[src/rtl/stump_io_port.sv]
// Memory-mapped I/O port for the Stump bus: byte TX FIFO, status register, prescaled timer.
// Define STUMP_IO_IRQ_EN to add the CTRL register and the registered irq output.
module stump_io_port #(
  parameter logic [15:0] BASE_ADDR  = 16'hFF00,
  parameter int          FIFO_DEPTH = 4,
  parameter int          PRESCALE   = 16
) (
  input  logic        clk,
  input  logic        rst,
  input  logic [15:0] address,
  input  logic [15:0] wr_data,
  input  logic        mem_wen,
  input  logic        mem_ren,
  output logic [15:0] rd_data,
  output logic        sel,
  output logic [7:0]  tx_data,
  output logic        tx_valid,
  input  logic        tx_ready
`ifdef STUMP_IO_IRQ_EN
  ,
  output logic        irq
`endif
);

  localparam int PW  = $clog2(FIFO_DEPTH);
  localparam int PSW = (PRESCALE > 1) ? $clog2(PRESCALE) : 1;
  localparam logic [PSW-1:0] PRESC_MAX = PSW'(PRESCALE - 1);
  localparam logic [4:0]     DEPTH_CNT = 5'(FIFO_DEPTH);

  logic [7:0]     mem_q [FIFO_DEPTH];
  logic [PW-1:0]  wr_ptr_q, wr_ptr_d, rd_ptr_q, rd_ptr_d;
  logic [4:0]     count_q, count_d;
  logic           ovf_q, ovf_d, tick_q, tick_d;
  logic [15:0]    timer_q, timer_d, compare_q, compare_d;
  logic [PSW-1:0] presc_q, presc_d;
`ifdef STUMP_IO_IRQ_EN
  logic           irq_en_q, irq_en_d, irq_q, irq_d;
`endif

  logic [2:0] offset;
  logic       wr_en, push, pop, push_ok, full, empty, step;
  // Reads are side-effect free, so the read strobe carries no information here.
  logic       unused_ren;

  assign unused_ren = mem_ren;
  assign offset     = address[2:0];
  assign sel        = (address[15:3] == BASE_ADDR[15:3]);
  assign wr_en      = mem_wen & sel;
  assign empty      = (count_q == 5'd0);
  assign full       = (count_q == DEPTH_CNT);
  assign tx_valid   = ~empty;
  assign tx_data    = empty ? 8'h00 : mem_q[rd_ptr_q];
  assign push       = wr_en && (offset == 3'd0);
  assign pop        = tx_valid && tx_ready;
  // A pop in the same cycle frees the slot, so a push into a full FIFO still lands.
  assign push_ok    = push && (!full || pop);
  assign step       = (presc_q == PRESC_MAX);

  always_comb begin
    wr_ptr_d  = wr_ptr_q;
    rd_ptr_d  = rd_ptr_q;
    count_d   = count_q;
    ovf_d     = ovf_q;
    tick_d    = tick_q;
    timer_d   = timer_q;
    compare_d = compare_q;
    presc_d   = step ? '0 : presc_q + 1'b1;

    if (push_ok) wr_ptr_d = wr_ptr_q + 1'b1;
    if (pop)     rd_ptr_d = rd_ptr_q + 1'b1;
    count_d = count_q + 5'(push_ok) - 5'(pop);

    // Clears are applied first so a same-cycle set wins.
    if (wr_en && offset == 3'd1 && wr_data[2]) ovf_d  = 1'b0;
    if (wr_en && offset == 3'd1 && wr_data[3]) tick_d = 1'b0;
    if (push && !push_ok) ovf_d = 1'b1;

    if (wr_en && offset == 3'd2) begin
      timer_d = wr_data;
      presc_d = '0;
    end else if (step) begin
      if (timer_q == compare_q) begin
        timer_d = 16'h0000;
        tick_d  = 1'b1;
      end else begin
        timer_d = timer_q + 16'd1;
      end
    end

    if (wr_en && offset == 3'd3) compare_d = wr_data;
  end

`ifdef STUMP_IO_IRQ_EN
  always_comb begin
    irq_en_d = irq_en_q;
    if (wr_en && offset == 3'd4) irq_en_d = wr_data[0];
    irq_d = tick_q & irq_en_q;
  end
  assign irq = irq_q;
`endif

  always_comb begin
    rd_data = 16'h0000;
    if (sel) begin
      case (offset)
        3'd1: rd_data = {7'd0, count_q, tick_q, ovf_q, full, empty};
        3'd2: rd_data = timer_q;
        3'd3: rd_data = compare_q;
`ifdef STUMP_IO_IRQ_EN
        3'd4: rd_data = {15'd0, irq_en_q};
`endif
        default: rd_data = 16'h0000;
      endcase
    end
  end

  always_ff @(posedge clk) begin
    if (push_ok) mem_q[wr_ptr_q] <= wr_data[7:0];
  end

  always_ff @(posedge clk) begin
    if (rst) begin
      wr_ptr_q  <= '0;
      rd_ptr_q  <= '0;
      count_q   <= 5'd0;
      ovf_q     <= 1'b0;
      tick_q    <= 1'b0;
      timer_q   <= 16'h0000;
      compare_q <= 16'hFFFF;
      presc_q   <= '0;
`ifdef STUMP_IO_IRQ_EN
      irq_en_q  <= 1'b0;
      irq_q     <= 1'b0;
`endif
    end else begin
      wr_ptr_q  <= wr_ptr_d;
      rd_ptr_q  <= rd_ptr_d;
      count_q   <= count_d;
      ovf_q     <= ovf_d;
      tick_q    <= tick_d;
      timer_q   <= timer_d;
      compare_q <= compare_d;
      presc_q   <= presc_d;
`ifdef STUMP_IO_IRQ_EN
      irq_en_q  <= irq_en_d;
      irq_q     <= irq_d;
`endif
    end
  end

endmodule

[config.mk]
export PLATFORM = sky130hd
export DESIGN_NAME = stump_io_port
export DESIGN_NICKNAME = d
export VERILOG_FILES = /design/src/rtl/stump_io_port.sv
export SDC_FILE = /design/constraint.sdc
export NUM_CORES = 1
export LEC_CHECK = 0
export CAP_MARGIN = 10
export CORE_MARGIN = 8
export CORE_UTILIZATION = 35
export DETAILED_ROUTE_END_ITERATION = 12
export GPL_TIMING_DRIVEN = 0
export PLACE_DENSITY_LB_ADDON = 0.08
export SLEW_MARGIN = 20
export SYNTH_ARGS = -nofsm -noshare
export SYNTH_HDL_FRONTEND = slang
export SYNTH_SLANG_ARGS = --single-unit
[constraint.sdc]
create_clock -name clk -period 3.4 [get_ports clk]
set_input_delay 0.34 -clock clk [delete_from_list [all_inputs] [get_ports clk]]
set_output_delay 0.34 -clock clk [all_outputs]
set_load 0.01 [all_outputs]
==> flow_metrics.tcl <==
set metrics [dict create \
    finalWirelength_um 11700 \
    drt_pass1_iterations 5 \
    viasPerCell 5.13 \
    grt_overflow 0 \
    place_congestion 0.856 \
    grt_pass1_wl_um 18500 \
    initial_utilization 0.358 \
    power.static_leakage_nw 1.94 \
    fin_cells 641 \
    die_w_um 127 \
    track_usage 0.150 \
    synth_edf_count 32 \
    grt_max_degree 14 \
    timing.fmax_mhz 304 \
    hpwl_um 8700 \
    fin_worst_skew_ps 7.41 \
    hold_buffers 0 \
    tightest_slew_ps 768 \
    start_kind "input port" \
    arrival_ps 3560 \
    total_power_w 0.00284 \
    holdCritPathClass "flop to flop" \
    synth_top_area_frac 0.229 \
    powerDensity_nw_per_um2 526 \
    synth_nets 465 \
    io_buffers 60 \
    slew_headroom 0.488 \
    dr_total_vias 3286 \
    cts_made_buffers 9 \
    cts.clk_slew.worst_paths_ps 60 \
    fp-row-count 40 \
    io_pins 63 \
    ys_warn_count 0 \
    cts.sink_count 81 \
    critPathKind "input port to flop" \
    cts-root-buf "clkbuf_16" \
    clockBufferDepth 2 \
    final_util 0.452 \
    cts_tree "done" \
    dp.cells 623 \
    layout.nets 538 \
    fin_crit_ps 3290 \
    wire_per_inst_um 18.2 \
    synth_ff_type "dfxtp_1" \
    hold_violations 0 \
    setup_tns_ps 0 \
    synth_top_cell_by_area "dfxtp_1" \
    ir_drop_uv 246 \
    yosys-top-cells-area "dfxtp_1, edfxtp_1, xor2_1" \
    synthArstFlopShare 0 \
    setup_viol 0 \
    yosysUniqueCellTypes 48 \
    endpoint_kind "flop" \
    status "complete, no violations" \
    area_growth_pct 26.2 \
    slew_violations 0 \
    drt_iter0_markers 175 \
    syn_area_um2 4280 \
    drive_above_1_share 0.109 \
    fin_crit_sh 0.967 \
    syn_area_per_cell_um2 10.3 \
    grt_pass1_vias 3345 \
    die_y_um 127 \
    rsz0062_at_grt "true" \
    dieArea_um2 16000 \
    path_max_fanout 7 \
    synth_seq_area_share 0.453 \
    synthCells 416 \
    cts_max_level 3 \
    synth-seq-cells 81 \
    antenna-diode-count 0 \
    worstPathRequired_ps 3670 \
    detail-route-antenna-nets 0 \
    core_region_area_um2 12000 \
    final_area_um2 5410 \
    drv_cap 0 \
    insertion_delay_ps 340 \
    placed_cell_area_um2 5070 \
    drc 0 \
    antenna_found_initial 0 \
]
layer usage:
layer	part of all wire	vias to the layer above	track usage
met4	0.0069	0	0.0467
met5	0	-	0
met1	0.45	1572	0.188
met2	0.48	66	0.240
li1	-	1642	-
met3	0.057	6	0.0457
final timing paths:
check              from  slack, ps         end  cells after the start
max          address[4]        110  count_q[4]                     13
min reg2reg  presc_q[0]        460  presc_q[0]                      1
min          presc_q[0]        460  presc_q[0]                      1
max reg2reg  count_q[3]        460  count_q[4]                     12
power breakdown:
part | leakage, nW | switching, W | internal (W)
combinational | 1.12 | 0.000371 | 0.000414
clock | 0.137 | 0.000387 | 0.000567
sequential | 0.686 | 0.0000400 | 0.00106
total | 1.94 | 0.000798 | 0.00204
flip-flops by register name, summed over array words and instances, names as in the netlist, named ones only:
name	cells
mem_q	32
compare_q	16
timer_q	16
count_q	5
presc_q	4
rd_ptr_q	2
wr_ptr_q	2
ovf_q	1
tick_q	1
cells by family after synthesis:
family,share of synthesized area
and+or+nand+nor,0.201
DFF,0.453
AOI/OAI and AO/OA,0.112
buffers and inverters,0.0458
xor gates and xnor gates,0.0654
muxes,0.0853
adders and majority gates,0.0368
cell usage in the layout (no fill, tap or decap), types with 5 or more instances in the layout:
cell             netlist  final
dfxtp_1               49     49
clkdlybuf4s50_1        0     49
edfxtp_1              32     32
clkbuf_1              25     27
nor2_1                32     24
xor2_1                24     24
nor2b_1               21     21
and2_1                21     21
nand2_1               18     17
a211o_1               16     16
nand3_1               14     14
mux2i_1               14     14
a21oi_1               14     13
o21ai_0               12     12
ha_1                  11     11
inv_1                  9      9
a22oi_1                9      9
clkbuf_16              0      9
dlygate4sd2_1          0      9
nor2_2                 0      8
mux4_2                 8      8
xnor2_1                8      8
nor4_1                 8      8
nand4_1                6      6
nor3_1                 7      6
o22ai_1                6      6
a211oi_1               5      5
worst max-delay path, stage by stage:
cell and delay (ps):
clkdlybuf4s50_1 390, or4_1 520, or4_1 530, buf_6 170, nor3_4 160, or2_4 160
nand2_1 60, ha_1 210, fa_2 360, a21oi_2 130, nor2_1 60, or3_1 330
a21oi_1 130
per-stage QoR:
step	setup WS, ps	hold slack [ps]
after detailed placement	-527	453
after global routing	-28.5	469
after floorplan	110	433
final	112	457
after global placement	-478	447
after CTS	31.9	460
synth_stat cells (3+ instances only):
cell type,count
nor3_1,7
or3_1,4
o21ai_0,12
xnor2_1,8
a31oi_1,3
dfxtp_1,49
clkbuf_1,25
buf_6,4
a21oi_1,14
a211o_1,16
a22oi_1,9
nor2b_1,21
nand4_1,6
xor2_1,24
ha_1,11
nand2_1,18
nor2_1,32
nand3_1,14
o22ai_1,6
and3_1,4
mux2_2,4
inv_1,9
mux4_2,8
and2_1,21
mux2i_1,14
edfxtp_1,32
nor4_1,8
a211oi_1,5
timing repair:
item                       CTS  global route
gates resized for setup     24             3
buffers inserted             0             2
hold endpoints to repair     0             0
setup endpoints to repair   17             8
pin swaps                    1             2
area by class of cell:
class                   count  area, um^2
fillers                  1162        6550
plain buffers              33         166
flip-flops and latches     81        1940
multi-input cells         293        2190
clock buffers              12         236
clock inverters             4        47.5
well taps                 147         184
inverters                   9        33.8
repair buffers             62         609
(Power assumes the default switching activity.)
